==> src/rtl/vpl_loop_ctrl_if.sv <==
// Command/response and kernel-control bundle for vpl_loop_ctrl.
// master: host plus kernel side; slave: the run controller.
interface vpl_loop_ctrl_if #(
    parameter int unsigned RES_W = 32,
    parameter int unsigned CNT_W = 16
);
    logic             cmd_valid;
    logic             cmd_ready;
    logic             kernel_rst;
    logic             kernel_halt;
    logic [RES_W-1:0] kernel_result;
    logic             rsp_valid;
    logic             rsp_ready;
    logic [RES_W-1:0] rsp_result;
    logic [CNT_W-1:0] rsp_cycles;
    logic             rsp_timeout;
    logic             busy;

    modport master (
        output cmd_valid,
        input  cmd_ready,
        input  kernel_rst,
        output kernel_halt,
        output kernel_result,
        input  rsp_valid,
        output rsp_ready,
        input  rsp_result,
        input  rsp_cycles,
        input  rsp_timeout,
        input  busy
    );

    modport slave (
        input  cmd_valid,
        output cmd_ready,
        output kernel_rst,
        input  kernel_halt,
        input  kernel_result,
        output rsp_valid,
        input  rsp_ready,
        output rsp_result,
        output rsp_cycles,
        output rsp_timeout,
        output busy
    );
endinterface

==> src/rtl/vpl_loop_ctrl.sv <==
// Run controller for a VPL loop kernel: holds the kernel in reset until a
// run command arrives, counts RUN cycles until halt, then returns the
// captured result and cycle count on a valid/ready response channel.
// Optional watchdog: define VPL_LOOP_CTRL_WATCHDOG_EN to end runs after
// TIMEOUT_CYCLES; without it the cycle counter saturates instead.
module vpl_loop_ctrl #(
    parameter int unsigned RES_W          = 32,
    parameter int unsigned CNT_W          = 16,
    parameter int unsigned TIMEOUT_CYCLES = 1000
) (
    input  logic           clk,
    input  logic           reset,
    vpl_loop_ctrl_if.slave bus
);

    typedef enum logic [1:0] {
        IDLE,
        RUN,
        DONE
    } state_e;

    state_e           state_q, state_d;
    logic [CNT_W-1:0] cnt_q, cnt_d;
    logic             kernel_rst_q, kernel_rst_d;
    logic [RES_W-1:0] rsp_result_q, rsp_result_d;
    logic [CNT_W-1:0] rsp_cycles_q, rsp_cycles_d;

`ifdef VPL_LOOP_CTRL_WATCHDOG_EN
    localparam logic [CNT_W-1:0] TO_CNT  = CNT_W'(TIMEOUT_CYCLES);
    localparam logic [CNT_W-1:0] TO_LAST = CNT_W'(TIMEOUT_CYCLES - 1);

    logic rsp_timeout_q, rsp_timeout_d;

    // Timeout flag register; only exists when the watchdog is built in.
    always_ff @(posedge clk or posedge reset) begin
        if (reset) begin
            rsp_timeout_q <= 1'b0;
        end else begin
            rsp_timeout_q <= rsp_timeout_d;
        end
    end

    assign bus.rsp_timeout = rsp_timeout_q;
`else
    assign bus.rsp_timeout = 1'b0;
`endif

    // State, counter and response registers; reset also re-asserts kernel reset.
    always_ff @(posedge clk or posedge reset) begin
        if (reset) begin
            state_q      <= IDLE;
            cnt_q        <= '0;
            kernel_rst_q <= 1'b1;
            rsp_result_q <= '0;
            rsp_cycles_q <= '0;
        end else begin
            state_q      <= state_d;
            cnt_q        <= cnt_d;
            kernel_rst_q <= kernel_rst_d;
            rsp_result_q <= rsp_result_d;
            rsp_cycles_q <= rsp_cycles_d;
        end
    end

    // Next-state logic: accept in IDLE, count/capture in RUN, hand off in DONE.
    always_comb begin
        state_d      = state_q;
        cnt_d        = cnt_q;
        kernel_rst_d = kernel_rst_q;
        rsp_result_d = rsp_result_q;
        rsp_cycles_d = rsp_cycles_q;
`ifdef VPL_LOOP_CTRL_WATCHDOG_EN
        rsp_timeout_d = rsp_timeout_q;
`endif
        unique case (state_q)
            IDLE: begin
                if (bus.cmd_valid) begin
                    state_d      = RUN;
                    cnt_d        = '0;
                    kernel_rst_d = 1'b0;
                end
            end
            RUN: begin
                // Halt has priority over the watchdog when both land together.
                if (bus.kernel_halt) begin
                    state_d      = DONE;
                    rsp_result_d = bus.kernel_result;
                    rsp_cycles_d = cnt_q;
`ifdef VPL_LOOP_CTRL_WATCHDOG_EN
                    rsp_timeout_d = 1'b0;
                end else if (cnt_q == TO_LAST) begin
                    state_d       = DONE;
                    rsp_result_d  = bus.kernel_result;
                    rsp_cycles_d  = TO_CNT;
                    rsp_timeout_d = 1'b1;
                end else begin
                    cnt_d = cnt_q + 1'b1;
                end
`else
                end else if (cnt_q != '1) begin
                    cnt_d = cnt_q + 1'b1;
                end
`endif
            end
            DONE: begin
                if (bus.rsp_ready) begin
                    state_d      = IDLE;
                    kernel_rst_d = 1'b1;
                end
            end
            default: begin
                state_d      = IDLE;
                kernel_rst_d = 1'b1;
            end
        endcase
    end

    assign bus.cmd_ready  = (state_q == IDLE);
    assign bus.rsp_valid  = (state_q == DONE);
    assign bus.busy       = (state_q != IDLE);
    assign bus.kernel_rst = kernel_rst_q;
    assign bus.rsp_result = rsp_result_q;
    assign bus.rsp_cycles = rsp_cycles_q;

endmodule

==> src/flat_wrapper.sv <==
// flat-port wrapper written by rule: the top's interface ports become plain ports
module vpl_loop_ctrl_flat 
#(
    parameter int unsigned RES_W          = 32,
    parameter int unsigned CNT_W          = 16,
    parameter int unsigned TIMEOUT_CYCLES = 1000
)
  (clk, reset, bus_cmd_valid, bus_cmd_ready, bus_kernel_rst, bus_kernel_halt, bus_kernel_result, bus_rsp_valid, bus_rsp_ready, bus_rsp_result, bus_rsp_cycles, bus_rsp_timeout, bus_busy);
  vpl_loop_ctrl_if #(.RES_W(RES_W), .CNT_W(CNT_W)) bus_i ();
  input  logic clk;
  input  logic reset;
  input wire logic [$bits(bus_i.cmd_valid)-1:0] bus_cmd_valid;
  output wire logic [$bits(bus_i.cmd_ready)-1:0] bus_cmd_ready;
  output wire logic [$bits(bus_i.kernel_rst)-1:0] bus_kernel_rst;
  input wire logic [$bits(bus_i.kernel_halt)-1:0] bus_kernel_halt;
  input wire logic [$bits(bus_i.kernel_result)-1:0] bus_kernel_result;
  output wire logic [$bits(bus_i.rsp_valid)-1:0] bus_rsp_valid;
  input wire logic [$bits(bus_i.rsp_ready)-1:0] bus_rsp_ready;
  output wire logic [$bits(bus_i.rsp_result)-1:0] bus_rsp_result;
  output wire logic [$bits(bus_i.rsp_cycles)-1:0] bus_rsp_cycles;
  output wire logic [$bits(bus_i.rsp_timeout)-1:0] bus_rsp_timeout;
  output wire logic [$bits(bus_i.busy)-1:0] bus_busy;
  assign bus_i.cmd_valid = bus_cmd_valid;
  assign bus_cmd_ready = bus_i.cmd_ready;
  assign bus_kernel_rst = bus_i.kernel_rst;
  assign bus_i.kernel_halt = bus_kernel_halt;
  assign bus_i.kernel_result = bus_kernel_result;
  assign bus_rsp_valid = bus_i.rsp_valid;
  assign bus_i.rsp_ready = bus_rsp_ready;
  assign bus_rsp_result = bus_i.rsp_result;
  assign bus_rsp_cycles = bus_i.rsp_cycles;
  assign bus_rsp_timeout = bus_i.rsp_timeout;
  assign bus_busy = bus_i.busy;
  vpl_loop_ctrl #(.RES_W(RES_W), .CNT_W(CNT_W), .TIMEOUT_CYCLES(TIMEOUT_CYCLES)) u_core (.clk(clk), .reset(reset), .bus(bus_i));
endmodule
==> config.mk <==
export PLATFORM = sky130hd
export DESIGN_NAME = vpl_loop_ctrl_flat
export DESIGN_NICKNAME = d
export VERILOG_FILES = /design/src/rtl/vpl_loop_ctrl_if.sv /design/src/rtl/vpl_loop_ctrl.sv /design/src/flat_wrapper.sv
export SDC_FILE = /design/constraint.sdc
export NUM_CORES = 1
export LEC_CHECK = 0
export BUFFER_PORTS_ARGS = -buffer_cell sky130_fd_sc_hd__buf_4
export CAP_MARGIN = 20
export CORE_MARGIN = 2
export CORE_UTILIZATION = 55
export CTS_CLUSTER_SIZE = 25
export DETAILED_ROUTE_END_ITERATION = 16
export PLACE_DENSITY = 0.83
export SKIP_LAST_GASP = 1
export SYNTH_ARGS = -nofsm -noshare
export SYNTH_HDL_FRONTEND = slang
export SYNTH_SLANG_ARGS = --single-unit
==> constraint.sdc <==
create_clock -name clk -period 2.58 [get_ports clk]
set_input_delay 0.129 -clock clk [delete_from_list [all_inputs] [get_ports clk]]
set_output_delay 0.129 -clock clk [all_outputs]
set_load 0.02 [all_outputs]
==> flow_summary.json <==
{
  "slew_viol_final": 0,
  "synth_edf_count": 0,
  "grt_usage": 0.2244,
  "std_cell_rows": 26,
  "synth_area_sq_mm": 0.002974,
  "core_area_sq_mm": 0.005172,
  "cts.clk_slew.worst_paths_ns": 0.07,
  "critPathLaunchType": "register",
  "routabilityCongestion": 0.8344,
  "cp_max_fo": 6,
  "mostFrequentLayoutCell": "buf_4",
  "drt_iter0_drc": 178,
  "min_period_ns": 2.027,
  "drc": 0,
  "die_h_um": 77.54,
  "dr_wl_met3_um": 562,
  "numPortBuffers": 88,
  "avgRoutedWirePerCell_um": 15.86,
  "grt_pass1_wl_um": 10560,
  "intPower_mw": 2.844,
  "crit_type": "reg2reg",
  "wl_met2_um": 3010,
  "p_per_area_mw_per_mm2": 1129,
  "async_reset_ff_frac": 1.000,
  "first_global_vias": 2189,
  "viasPerCell": 5.663,
  "tightestPinTransition_ns": 0.8031,
  "endpoint_kind": "register",
  "fin_skew_ns": 0.003875,
  "regArea_sq_mm": 0.001678,
  "cts-root-buf": "clkbuf_8",
  "drt-total-wl_um": 6311,
  "m1WireLength_um": 2673,
  "clk_latency_ns": 0.33,
  "p_comb_frac": 0.417,
  "cts_sinks": 67,
  "top_layer": "met4",
  "max_cap_violations": 0,
  "synth_flop_cell": "dfrtp_1",
  "synthToLayoutAreaGrowth_pct": 31.17,
  "cts_tree": "yes",
  "pwr-share-seq": 0.362,
  "fmax_mhz": 493.4,
  "first_pass_iters": 4,
  "io_pins": 90,
  "synth_cell_types": 44,
  "synth_cells": 235,
  "initial_core_util": 0.5750,
  "die_area_sq_mm": 0.006012,
  "fin_tns_setup_ns": 0,
  "leakagePower_nw": 1.889,
  "rsz0062_at_grt": "false",
  "n_fill_cell": 358,
  "r2r_setup_slack_ns": 0.55,
  "hold_slack_ns": 0.02521,
  "cts_buffers": 9,
  "dpl.cell_count": 381,
  "ctsResizeCount": 0,
  "hpwl_um": 4294,
  "finalNonFillerCells": 398,
  "setup_viol": 0,
  "rr_worst_depth": 5,
  "multi_input_area_sq_mm": 0.001166,
  "p_sw_frac": 0.3544,
  "hold_path_depth": 2,
  "antenna_cells": 0,
  "nNetsFinal": 361,
  "syn_area_per_cell_sq_um": 12.66,
  "grt_start_max_net_pins": 68,
  "finalCritPeriodShare": 0.7856,
  "run_status": "complete, no violations",
  "post-place-ws_ns": 0.6045,
  "synthesis.nets": 273,
  "p_sw_mw": 1.561,
  "ys_seq_area_frac": 0.5642,
  "cts_buffer_depth": 2,
  "cp.arrival_ns": 2.23,
  "r2r_start": "u_core.cnt_q[0]$_DFFE_PP0P_",
  "final-hold-violation-count": 0,
  "dieWidth_um": 77.54,
  "ys_ff_latch": 67,
  "clockPowerShare": 0.221,
  "setup_ws_ns": 0.5532,
  "rr_endpoint": "u_core.cnt_q[14]$_DFFE_PP0P_",
  "htreeDepth": 3,
  "hp-start": "bus_kernel_result[5]",
  "antenna_left": 0,
  "antenna_found_initial": 0,
  "hold_end": "u_core.bus.rsp_result[5]$_DFFE_PP0P_",
  "overflow": 0,
  "max_slew_margin": 0.4646,
  "yosysWarnings": 0,
  "worstPathRequired_ns": 2.78,
  "final_cell_mix": "94 x buf_4, 66 x dfrtp_1, 45 x mux2_2, 15 x o31ai_1, 12 x o21ai_0",
  "drive_gt1_frac": 0.4970,
  "peakVddDrop_v": 0.0007328,
  "hold_class": "in2reg",
  "vias": 2254
}
## power groups by stage
| stage | combinational [mW] | sequential (mW) | clock (mW) |
|---|---|---|---|
| 6_report | 1.84 | 1.60 | 0.974 |
| 3_3_place_gp | 1.78 | 1.59 | 0 |
| 5_1_grt | 1.96 | 1.64 | 1.05 |
| 3_5_place_dp | 1.84 | 1.62 | 0 |
| 4_1_cts | 1.85 | 1.60 | 0.992 |
| 2_1_floorplan | 0.828 | 1.92 | 0 |
## synthesized netlist by cell type (all sizes together), types with 2 or more instances
cell type | instances | area (sq um)
a21oi | 3 | 15.01
nand2 | 12 | 52.55
o41ai | 2 | 17.52
and4 | 4 | 36.29
nand3 | 6 | 30.03
mux2 | 45 | 506.7
inv | 7 | 26.28
and2 | 2 | 12.51
nand4 | 7 | 73.82
o31ai | 15 | 112.6
nor2 | 4 | 15.01
buf | 13 | 87.58
o21ai | 12 | 60.06
nand2b | 2 | 12.51
a31oi | 7 | 43.79
clkbuf | 5 | 18.77
dfrtp | 66 | 1652
nor4 | 3 | 33.78
## routing by layer
metal | GRT usage | up-vias
met5 | 0 | -
met2 | 0.3530 | 120
met1 | 0.3016 | 1075
li1 | - | 1049
met3 | 0.07209 | 10
met4 | 0.06429 | 0
## state kept, by name, summed over array words and instances, names as in the netlist
signal / cells
u_core.cnt_q: 16
u_core.state_q: 2
u_core.bus.kernel_rst: 1
u_core.bus.rsp_cycles: 16
u_core.bus.rsp_result: 32
## cells by family (layout without fill, tap and decap cells)
logic type	count (synthesis)	count (layout)	share of synthesized area
flops	67	67	0.5642
simple gates	48	48	0.1081
buf+inv	25	118	0.04459
other cells	1	1	0.001261
fa+ha+maj	1	1	0.004206
compound gates	48	48	0.1073
mux	45	45	0.1704
## how the worst max path moves through the flow
stage | start | endpoint | slack, ns
after floorplan | reset | u_core.bus.rsp_cycles[0]$_DFFE_PP0P_ | 0.77
after global placement | u_core.state_q[0]$_DFFE_PP0P_ | u_core.cnt_q[11]$_DFFE_PP0P_ | 0.66
after detailed placement | u_core.cnt_q[0]$_DFFE_PP0P_ | u_core.cnt_q[0]$_DFFE_PP0P_ | 0.60
after CTS | u_core.cnt_q[0]$_DFFE_PP0P_ | u_core.cnt_q[14]$_DFFE_PP0P_ | 0.57
after global routing | u_core.cnt_q[0]$_DFFE_PP0P_ | u_core.cnt_q[14]$_DFFE_PP0P_ | 0.40
final | u_core.cnt_q[0]$_DFFE_PP0P_ | u_core.cnt_q[14]$_DFFE_PP0P_ | 0.55
## metrics by stage
| stage | total power [mW] | utilization | area [sq um] |
|---|---|---|---|
| 2_1_floorplan | 2.750 | - | 2974 |
| 3_3_place_gp | 3.375 | 0.7068 | 3656 |
| 3_5_place_dp | 3.456 | 0.7083 | 3664 |
| 4_1_cts | 4.439 | 0.7542 | 3901 |
| 5_1_grt | 4.653 | 0.7542 | 3901 |
| 6_report | 4.406 | 0.7542 | 3901 |
## critical path: stages (launching register included)
cell and delay [ns]:
dfrtp_1 0.42, ha_1 0.32, nand4_4 0.18, or4_1 0.66
a31oi_1 0.24, a31oi_1 0.08
## final cells by class
cell class / count / share of cell area
sequential: 67 / 0.4301
tap: 70 / 0.02245
clock buffer: 12 / 0.03977
multi-input combinational: 143 / 0.2989
inverter: 7 / 0.006735
timing repair buffer: 95 / 0.1835
clock inverter: 4 / 0.01860
## timing repair
item,4_1_cts,5_1_grt
endpoints found under the hold margin,1,0
hold buffers,1,0
setup buffers,0,0
Note: power is estimated with default switching activity, not from simulation.
